`src/rtl/hazard_ctrl_pkg.sv`:
```
// rtl/hazard_ctrl_pkg.sv - shared pipeline definitions: datapath width, opcodes, hazard FSM states
package hazard_ctrl_pkg;

  localparam int BIN_DIG = 32;

  localparam logic [6:0] OP_LOAD   = 7'h03;
  localparam logic [6:0] OP_BRANCH = 7'h63;
  localparam logic [6:0] OP_JAL    = 7'h6F;
  localparam logic [6:0] OP_JALR   = 7'h67;

  typedef enum logic [1:0] {HZ_RUN, HZ_FLUSH, HZ_STALL} hz_state_t;

endpackage

```
`src/rtl/hazard_ctrl_sat_counter.sv`:
```
// rtl/hazard_ctrl_sat_counter.sv - event counter that sticks at all-ones instead of wrapping
module sat_counter #(
  parameter int W = 16
) (
  input  logic         CLK,
  input  logic         RST,
  input  logic         inc,
  output logic [W-1:0] count
);

  logic [W-1:0] count_q;

  always_ff @(posedge CLK) begin
    if (RST) begin
      count_q <= '0;
    end else if (inc && (count_q != {W{1'b1}})) begin
      count_q <= count_q + 1'b1;
    end
  end

  assign count = count_q;

endmodule

```
`src/rtl/hazard_ctrl.sv`:
```
// rtl/hazard_ctrl.sv - control/load-use hazard controller driving flush, redirect and stall
import hazard_ctrl_pkg::*;

module hazard_ctrl #(
  parameter int BIN_DIG      = hazard_ctrl_pkg::BIN_DIG,
  parameter int FLUSH_CYCLES = 2,
  parameter int LOAD_STALL   = 2,
  parameter int CNT_W        = 16
) (
  input  logic               CLK,
  input  logic               RST,
  input  logic               ex_valid,
  input  logic [6:0]         ex_opcode,
  input  logic [4:0]         ex_rd,
  input  logic               ex_branch_taken,
  input  logic [BIN_DIG-1:0] ex_target,
  input  logic               de_valid,
  input  logic [4:0]         de_rs1,
  input  logic [4:0]         de_rs2,
  input  logic               de_use_rs1,
  input  logic               de_use_rs2,
  output logic               flush,
  output logic               redirect_valid,
  output logic [BIN_DIG-1:0] redirect_pc,
  output logic               stall,
  output logic [CNT_W-1:0]   flush_count,
  output logic [CNT_W-1:0]   stall_count
);

  hz_state_t          state_q, state_d;
  logic [2:0]         cnt_q, cnt_d;
  logic [BIN_DIG-1:0] target_q, target_d;

  logic ctl_hit, lu_hit, in_run, flush_take, stall_take;

  assign ctl_hit = ex_valid & ((ex_opcode == OP_JAL) | (ex_opcode == OP_JALR) |
                               ((ex_opcode == OP_BRANCH) & ex_branch_taken));
  assign lu_hit  = ex_valid & de_valid & (ex_opcode == OP_LOAD) & (ex_rd != 5'd0) &
                   ((de_use_rs1 & (de_rs1 == ex_rd)) | (de_use_rs2 & (de_rs2 == ex_rd)));

  // Control hazards win: a redirect squashes decode anyway, so stalling it is pointless.
  assign in_run     = (state_q == HZ_RUN);
  assign flush_take = in_run & ctl_hit;
  assign stall_take = in_run & lu_hit & ~ctl_hit;

  always_comb begin
    state_d  = state_q;
    cnt_d    = cnt_q;
    target_d = target_q;
    case (state_q)
      HZ_RUN: begin
        if (ctl_hit) begin
          state_d  = HZ_FLUSH;
          cnt_d    = 3'(FLUSH_CYCLES - 1);
          target_d = ex_target;
        end else if (lu_hit && (LOAD_STALL > 1)) begin
          state_d = HZ_STALL;
          cnt_d   = 3'(LOAD_STALL - 2);
        end
      end
      HZ_FLUSH, HZ_STALL: begin
        if (cnt_q == 3'd0) begin
          state_d = HZ_RUN;
        end else begin
          cnt_d = cnt_q - 3'd1;
        end
      end
      default: state_d = HZ_RUN;
    endcase
  end

  always_ff @(posedge CLK) begin
    if (RST) begin
      state_q  <= HZ_RUN;
      cnt_q    <= 3'd0;
      target_q <= '0;
    end else begin
      state_q  <= state_d;
      cnt_q    <= cnt_d;
      target_q <= target_d;
    end
  end

  // The counter is loaded with FLUSH_CYCLES-1 on entry, so that value marks the first flush cycle.
  assign flush          = (state_q == HZ_FLUSH);
  assign redirect_valid = flush & (cnt_q == 3'(FLUSH_CYCLES - 1));
  assign redirect_pc    = target_q;
  assign stall          = (state_q == HZ_STALL) | stall_take;

  sat_counter #(.W(CNT_W)) u_flush_cnt (
    .CLK   (CLK),
    .RST   (RST),
    .inc   (flush_take),
    .count (flush_count)
  );

  sat_counter #(.W(CNT_W)) u_stall_cnt (
    .CLK   (CLK),
    .RST   (RST),
    .inc   (stall_take),
    .count (stall_count)
  );

endmodule

```
`config.mk`:
```
export PLATFORM = sky130hd
export DESIGN_NAME = hazard_ctrl
export DESIGN_NICKNAME = d
export VERILOG_FILES = /design/src/rtl/hazard_ctrl_pkg.sv /design/src/rtl/hazard_ctrl_sat_counter.sv /design/src/rtl/hazard_ctrl.sv
export SDC_FILE = /design/constraint.sdc
export NUM_CORES = 1
export LEC_CHECK = 0
export CAP_MARGIN = 20
export CORE_UTILIZATION = 25
export CTS_BUF_LIST = sky130_fd_sc_hd__clkbuf_4 sky130_fd_sc_hd__clkbuf_8 sky130_fd_sc_hd__clkbuf_16
export DETAILED_ROUTE_END_ITERATION = 10
export GPL_TIMING_DRIVEN = 0
export PLACE_DENSITY = 0.49
export REMOVE_ABC_BUFFERS = 1
export SLEW_MARGIN = 10
export SYNTH_ARGS = -nofsm -noshare
export SYNTH_HDL_FRONTEND = slang
export SYNTH_HIERARCHICAL = 1
export SYNTH_SLANG_ARGS = --single-unit
```
`constraint.sdc`:
```
create_clock -name CLK -period 2.9 [get_ports CLK]
set_input_delay 0.435 -clock CLK [delete_from_list [all_inputs] [get_ports CLK]]
set_output_delay 0.435 -clock CLK [all_outputs]
set_load 0.02 [all_outputs]
```
# Word level (Yosys, flattened, before mapping)
# Index checks and enable logic that the tools add are counted.
# W data, S select, Z words.
[classes]
n_addsub = 3
n_eq_ne = 14
n_mux = 8
n_bitwise = 17
n_reduce_logical = 10
[op_table]
columns = ["operator", "count"]
rows = [
  ["$add A16 B1 Y16 const B", 2],
  ["$ne A16 B16 Y1 const B", 2],
  ["$eq A7 B7 Y1 const B", 3],
  ["$and A1 B1 Y1", 12],
  ["$eq A5 B5 Y1", 2],
  ["$mux W3", 3],
  ["$eq A7 B2 Y1 const B", 1],
  ["$mux W2", 3],
  ["$pmux W3 S2", 1],
  ["$reduce_bool A5 Y1", 1],
  ["$ne A2 B2 Y1 const B", 2],
  ["$or A1 B1 Y1", 4],
  ["$pmux W2 S2", 1],
  ["$reduce_and A2 Y1", 2],
  ["$eq A3 B1 Y1 const B", 1],
  ["$logic_not A3 Y1", 1],
  ["$ne A3 B3 Y1 const B", 1],
  ["$reduce_and A3 Y1", 1],
  ["$sub A3 B1 Y3 const B", 1],
  ["$eq A2 B1 Y1 const B", 1],
  ["$eq A2 B2 Y1 const B", 1],
  ["$logic_and A1 B1 Y1", 2],
  ["$logic_not A2 Y1", 1],
  ["$reduce_bool A2 Y1", 1],
  ["2 further kinds", 2],
]
[word_totals]
regBits = 69
inputBits = 61
elab_cells = 57

# Depth between registers and ports, before layout
# Gate-level depths: netlist (run 1).
[depth]
ltp_word = 7
ltp_mapped = 10
depth_no_buf = 9

# Hierarchy
# The synthesis (run 1) kept the hierarchy.
[modules_own_cells]
columns = ["module", "instances", "cells_per_inst", "area_each_um2", "seq_area_each_um2"]
rows = [
  ["sat_counter", 2, 99, 848.3, 320.3],
  ["hazard_ctrl", 1, 212, 1652.8, 740.7],
]

# Worst setup path before layout (run 1)
# No wires, ideal clock.
[synth_path]
kind = "input port to flip-flop"
startpoint = "input port ex_opcode[4]"
endpoint = "register u_flush_cnt.count_q[9] (netlist: u_flush_cnt/count[9])"
setup_time_ns = 0.070
arrival_time_ns = 2.234
required_ns = 2.830
slack_ns = 0.596
stages = 10
n_path_buf = 2
path_cell_list = "and4b_1 -> nand3_1 -> nor2_1 -> nand2_1 -> inv_2 -> buf_2 -> nand2_1 -> clkbuf_1 -> or4_1 -> a21oi_1"
[synth_via]
elab_chain_cells = 6
word_cells_on_any_way = 9
cone_classes = "eq/ne (3); bitwise (5); reduce/logical (1)"
[synth_lines]
columns = ["item", "line", "text"]
rows = [
  ["start, declared", "hazard_ctrl.sv:13", "input logic [6:0] ex_opcode,"],
  ["$eq A7 B7 Y1, on equally long branches", "hazard_ctrl.sv:36, hazard_ctrl.sv:37", ""],
  ["$or A1 B1 Y1 / $and A1 B1 Y1 (equally long branches)", "hazard_ctrl.sv:36, hazard_ctrl.sv:37", ""],
  ["$or A1 B1 Y1 *", "hazard_ctrl.sv:36", "assign ctl_hit = ex_valid & ((ex_opcode == OP_JAL) | (ex_opcode == OP_JALR) |"],
  ["$and A1 B1 Y1 *", "hazard_ctrl.sv:36", ""],
  ["$and A1 B1 Y1 *", "hazard_ctrl.sv:43", "assign flush_take = in_run & ctl_hit;"],
  ["via flush_take", "hazard_ctrl.sv:34", "logic ctl_hit, lu_hit, in_run, flush_take, stall_take;"],
  ["$logic_and A1 B1 Y1 *", "hazard_ctrl_sat_counter.sv:16", "end else if (inc && (count_q != {W{1'b1}})) begin"],
  ["end signal, assigned", "hazard_ctrl_sat_counter.sv:17", "count_q <= count_q + 1'b1;"],
  ["end, declared", "hazard_ctrl_sat_counter.sv:11", "logic [W-1:0] count_q;"],
]
# The timed path passes the listed nets; every way through them passes the cells marked *.
# A chain may end at the register's enable or synchronous reset.

# Worst setup path in the final report (run 1)
[layout_path]
startpoint = "input port ex_rd[4]"
endpoint = "output port stall"
[layout_via]
elab_chain_cells = 7
word_cells_on_any_way = 11
cone_classes = "eq/ne (2); bitwise (8); reduce/logical (1)"
[layout_lines]
columns = ["item", "line", "text"]
rows = [
  ["start, declared", "hazard_ctrl.sv:14", "input logic [4:0] ex_rd,"],
  ["$eq A5 B5 Y1", "hazard_ctrl.sv:39", "((de_use_rs1 & (de_rs1 == ex_rd)) | (de_use_rs2 & (de_rs2 == ex_rd)));"],
  ["$and A1 B1 Y1", "hazard_ctrl.sv:39", ""],
  ["$or A1 B1 Y1", "hazard_ctrl.sv:39", ""],
  ["$and A1 B1 Y1 *", "hazard_ctrl.sv:38", "assign lu_hit = ex_valid & de_valid & (ex_opcode == OP_LOAD) & (ex_rd != 5'd0) &"],
  ["$and A1 B1 Y1 * (2 in series)", "hazard_ctrl.sv:44", "assign stall_take = in_run & lu_hit & ~ctl_hit;"],
  ["via stall_take", "hazard_ctrl.sv:34", ""],
  ["$or A1 B1 Y1 *", "hazard_ctrl.sv:88", "assign stall = (state_q == HZ_STALL) | stall_take;"],
  ["end, declared", "hazard_ctrl.sv:25", "output logic stall,"],
]
# Marked as above.

==> summary.txt, run 1 <==
Synth
  – Most used DFF post-synth: dfxtp_1
  – Async SR Flop Fraction: 0
  – Area contributors post-synth: dfxtp_1 41%, nand2_1 9.3%, a21oi_1 8.4%, xnor2_1 3.7%, or4_1 3.1%
  – Synth unique cells: 43
  – Post-synth EDFFs: 0
  – Cells after synthesis: 410
  – Ys Warns: 6
  – Synthesized cell area: 0.00335 mm²
  – Seq/Total Area, Yosys: 0.412
  – Area share of the largest cell type after synthesis: 0.412
  – Synthesized flop and latch total: 69
  – Synthesized area per cell: 8.17 µm²
  – Post-synth top area cell: dfxtp_1

Clock network
  – Hold buffer count at CTS: 0
  – CTS tree: yes
  – Clock buffer depth: 2
  – Clk_lat worst skew: 340 ps
  – Root buf cell: clkbuf_16
  – Clock transition at the registers of the reported paths: 50 ps
  – CTS Sinks: 69
  – H-tree depth: 3
  – CTS Buf Count: 9

STA
  – Relative slew margins: 0.438
  – RSZ-0062 raised after global routing: false
  – Setup ws final: 171 ps
  – Setup violators final: 0
  – Final setup TNS: 0 ps
  – Worst slew pin tran: 837 ps
  – Min Tclk post-route: 2730 ps
  – Fmax: 0.366 GHz
  – Hold Fails Final Rpt: 0
  – Max-slew violations: 0
  – Clock Skew: 6.45 ps
  – Period utilisation layout: 0.941

Cells and area
  – Share of layout cells above drive strength 1: 0.0634
  – Synth-to-Final Area Change: 52.4%
  – Fin cells: 708
  – Commonest non-fill, non-tap cells in the layout: 125 x clkdlybuf4s50_1, 81 x nand2_1, 69 x dfxtp_1, 56 x a21oi_1, 17 x nor2_1
  – Final instance area: 0.00510 mm²
  – Antenna cells: 0
  – Most common cell after layout, fill and taps aside: clkdlybuf4s50_1
  – Final Net Count: 600

Worst setup path
  – Flop-to-flop setup slack: 760 ps
  – Worst R2R Path Depth: 7
  – R2R Path End: u_stall_cnt/count[11]
  – Startpoint types: primary input
  – Crit Path Class: primary input to output port
  – CP Max Fanout: 8
  – Critical R2R Launch: state_q[1]
  – Data arrival, critical path: 2290 ps
  – Worst EP required: 2470 ps
  – Critical Path End Type: output port

Floorplanning
  – Die Y: 118 µm
  – FP Rows: 41
  – I/O pin total: 128
  – Core area: 0.0128 mm²
  – Die Width: 118 µm
  – Die area: 0.0139 mm²
  – Starting density of the core: 0.261

GRT
  – Total global-route track usage: 0.139
  – Largest net degree at the start of global routing: 73
  – Vias in the first global route: 3042
  – Global-route wire length before repair: 15300 µm
  – Initial antenna violation count: 0
  – Grt ovf: 0

Pwr
  – PD cells: 445 mW/mm²
  – Worst vdd ir: 0.403 mV
  – Leak pwr: 0.00166 µW

Drt
  – Total Wirelength: 9360 µm
  – DR iter-0 viols: 151
  – Routed Antenna Nets: 0
  – DR WL/cell: 13.2 µm
  – Vias after detailed routing: 3327
  – Residual DRC: 0
  – Via-to-Cell Ratio: 4.70
  – Pre-antenna DRT Iters: 4

Run status
  – Outcome: finished clean

Placement
  – Inst Count DP: 692
  – Place WS: -1000 ps
  – Hpwl dp: 6420 µm
  – RePlAce Congestion: 0.749
  – IO Port Bufs: 127
  – Placed cell area: 0.00476 mm²

Min path
  – Worst hold path startpoint: redirect_pc[3]
  – Hold depth: 2
  – Hold Path Sink: redirect_pc[3]
  – Worst hold path class: register to register

Job
  – Max cap viols: 0
-- timing repair --
item / 4_1_cts / 5_1_grt
gates resized for setup: 8 / 3
buffers inserted: 0 / 0
setup endpoints to repair: 15 / 7
-- where the power goes --
group | switching, µW | leakage [µW] | internal (µW) | total [µW]
combinational | 52.5 | 0.000944 | 90.1 | 143
sequential | 1.34 | 0.000556 | 951 | 952
clock | 411 | 0.000160 | 767 | 1180
-- sequential cells by signal (all words and copies together) (netlist names) --
signal / count
u_stall_cnt/count: 16
cnt_q: 3
state_q: 2
u_flush_cnt/count: 16
redirect_pc: 32
-- layer usage --
layer  global-route usage  up-vias  wire length (µm)
met5                    0        -                 0
met4               0.0481        0               101
met3               0.0533        8               559
met2                0.211       97              4160
met1                0.180     1506              4540
li1                     -     1716                 -
-- Yosys cell counts, types with 10 or more instances --
library cell / count
or4_1: 14
o31ai_1: 12
o21ai_0: 13
dfxtp_1: 69
a21oi_1: 56
xnor2_1: 14
nor2_1: 18
nand3_1: 15
nor3_1: 10
inv_1: 14
nand2_1: 83
-- cell families (layout without fill, tap and decap cells) --
logic type                 Yosys count  after routing  share of synthesized area
AOI/OAI and AO/OA                   92             92                      0.160
xor gates and xnor gates            14             14                     0.0366
adders and majority gates            8              8                     0.0299
buffers and inverters               33            159                     0.0433
DFF                                 69             69                      0.412
muxes                                4              4                     0.0127
and+or+nand+nor                    190            190                      0.306
-- per-stage QoR --
step | power (µW) | utilization | hold WS, ps
finish | 2270 | 0.398 | 453
CTS | 2320 | 0.397 | 454
global route | 2370 | 0.398 | 464
global placement | 1120 | 0.370 | 441
floorplan | 1000 | - | 444
detailed placement | 1120 | 0.371 | 447
-- layout make-up --
type,instances,area [µm²]
Fill cell,1305,7720
Multi-Input combinational cell,308,1840
Sequential cell,69,1380
Timing Repair Buffer,128,1280
Clock buffer,11,240
Tap cell,172,215
Clock inverter,5,75.1
Inverter,15,68.8
-- worst max-delay path, cell delays in order --
cell and delay [ps]:
clkdlybuf4s50_1 550, xnor2_1 140, nand4_1 120, o22ai_2 240
nand3_1 150, nor2_4 190, or2_2 130, dlygate4sd2_1 340
-- worst max-delay path by stage --
stage / startpoint / end
6_report: ex_rd[4] / stall
3_5_place_dp: ex_opcode[1] / u_flush_cnt/count[11]
3_3_place_gp: ex_opcode[1] / u_flush_cnt/count[11]
2_1_floorplan: ex_opcode[4] / u_flush_cnt/count[11]
5_1_grt: ex_rd[3] / stall
4_1_cts: ex_opcode[1] / u_flush_cnt/count[11]
(Power assumes the default switching activity.)
==> run 2: changes to the inputs <==
CORE_MARGIN = 2   (was not set)
==> run 2 against run 1 <==
Non-clock buffer count decreased by 1. Clock power is essentially flat. Maximum frequency decreased by 0.27%. Critical endpoint unchanged.
==> summary.txt, run 2 (synthesis gave the netlist of run 1 again) <==
Pwr
  – Worst vdd ir: 0.209 mV
  – Leak pwr: 0.00165 µW
  – PD cells: 441 mW/mm²

Clock network
  – CTS tree: yes
  – Post-CTS setup buffers: 0
  – Clock buffer depth: 2
  – CTS Sinks: 69
  – Clk_lat worst skew: 340 ps
  – Clock transition at the registers of the reported paths: 50 ps
  – H-tree depth: 3
  – Root buf cell: clkbuf_16
  – CTS Buf Count: 9

GRT
  – Initial antenna violation count: 0
  – Global-route wire length before repair: 15500 µm
  – Largest net degree at the start of global routing: 73
  – Vias in the first global route: 3148
  – Total global-route track usage: 0.135
  – Grt ovf: 0

Cells and area
  – Final instance area: 0.00512 mm²
  – Commonest non-fill, non-tap cells in the layout: 125 x clkdlybuf4s50_1, 81 x nand2_1, 69 x dfxtp_1, 56 x a21oi_1, 16 x nor2_1
  – Synth-to-Final Area Change: 52.9%
  – Share of layout cells above drive strength 1: 0.0653
  – Most common cell after layout, fill and taps aside: clkdlybuf4s50_1
  – Max reg flops: 32
  – Antenna cells: 0
  – Final Util: 0.390
  – Final Net Count: 600
  – FILL cells: 1382

Floorplanning
  – Starting density of the core: 0.255
  – I/O pin total: 128
  – Die Y: 120 µm
  – Core area: 0.0131 mm²
  – FP Rows: 42
  – Die Width: 120 µm
  – Die area: 0.0143 mm²

Job
  – Max cap viols: 0

STA
  – Fmax: 0.366 GHz
  – RSZ-0062 raised after global routing: false
  – Min Tclk post-route: 2740 ps
  – Hold Fails Final Rpt: 0
  – Max-slew violations: 0
  – Worst slew pin tran: 840 ps
  – Setup violators final: 0
  – Period utilisation layout: 0.943
  – Relative slew margins: 0.436
  – Final setup TNS: 0 ps
  – Clock Skew: 6.18 ps

Placement
  – RePlAce Congestion: 0.798
  – Hpwl dp: 6440 µm
  – IO Port Bufs: 127
  – Placed cell area: 0.00475 mm²

Worst setup path
  – Worst EP required: 2470 ps
  – Startpoint types: primary input
  – Crit Path Class: primary input to output port
  – Data arrival, critical path: 2300 ps
  – Critical Path End Type: output port
  – CP Max Fanout: 8
  – Flop-to-flop setup slack: 510 ps

Run status
  – Outcome: finished clean

Drt
  – Vias after detailed routing: 3390
  – Via-to-Cell Ratio: 4.76
  – DR iter-0 viols: 203
  – Routed Antenna Nets: 0
  – Residual DRC: 0
  – Total Wirelength: 9870 µm
  – Pre-antenna DRT Iters: 4
  – DR WL/cell: 13.9 µm

Min path
  – Worst hold path class: register to register
-- run 2: cell types whose count changed in the layout (fill, tap and decap cells not counted), sizes merged --
cell | previous run | this run
inv | 14 | 15
clkinvlp | 0 | 1
bufinv | 2 | 1
nand2 | 85 | 86
clkinv | 4 | 1
buf | 2 | 1
clkbuf | 11 | 13
-- run 2: per-stage QoR --
step / instances / worst slack [ps] / power [µW] / hold WS [ps]
6_report: 712 / 164 / 2260 / 452
5_1_grt: 712 / 35.0 / 2350 / 469
4_1_cts: 711 / -25.4 / 2310 / 453
3_5_place_dp: 695 / -1160 / 1110 / 445
3_3_place_gp: 695 / -1630 / 1110 / 441
2_1_floorplan: 392 / -47.6 / 1000 / 444
-- run 2: worst max-delay path, cell delays in order --
cell,delay [ps]
clkdlybuf4s50_1,550
xnor2_1,130
nand4_1,120
o22ai_2,240
nand3_1,150
nor2_4,200
or2_2,140
dlygate4sd2_1,330
-- run 2: final cells by class --
cell class              count  area [µm²]  area share
clock buffers              13         274      0.0535
clock inverters             3        42.5     0.00831
inverters                  15        72.6      0.0142
multi-input cells         309        1860       0.364
flip-flops and latches     69        1380       0.270
well taps                 176         220      0.0430
repair buffers            127        1270       0.247
-- run 2: power breakdown --
part | switching (µW) | internal, µW | total, µW
Combinational | 53.3 | 90.1 | 143
Sequential | 1.31 | 951 | 952
Clock | 417 | 744 | 1160
-- run 2: final timing paths --
check / startpoint / to / cells after the start
setup reg to reg: state_q[1] / u_stall_cnt/count[11] / 7
hold reg to reg: redirect_pc[12] / redirect_pc[12] / 2
hold / removal: redirect_pc[12] / redirect_pc[12] / 2
setup / recovery: ex_rd[1] / stall / 8
-- run 2: per-layer routing --
| layer | GRT usage | up-vias | part of all wire |
|---|---|---|---|
| li1 | - | 1711 | - |
| met1 | 0.170 | 1579 | 0.48 |
| met2 | 0.213 | 91 | 0.46 |
| met3 | 0.0523 | 9 | 0.053 |
| met4 | 0.0397 | 0 | 0.0080 |
| met5 | 0 | - | 0 |
-- run 2: what timing repair did --
action | CTS | global route
hold buffers | 0 | 0
resized for setup | 8 | 5
gates cloned | 0 | 1
endpoints found under the setup margin | 16 | 8
pin swaps | 0 | 1
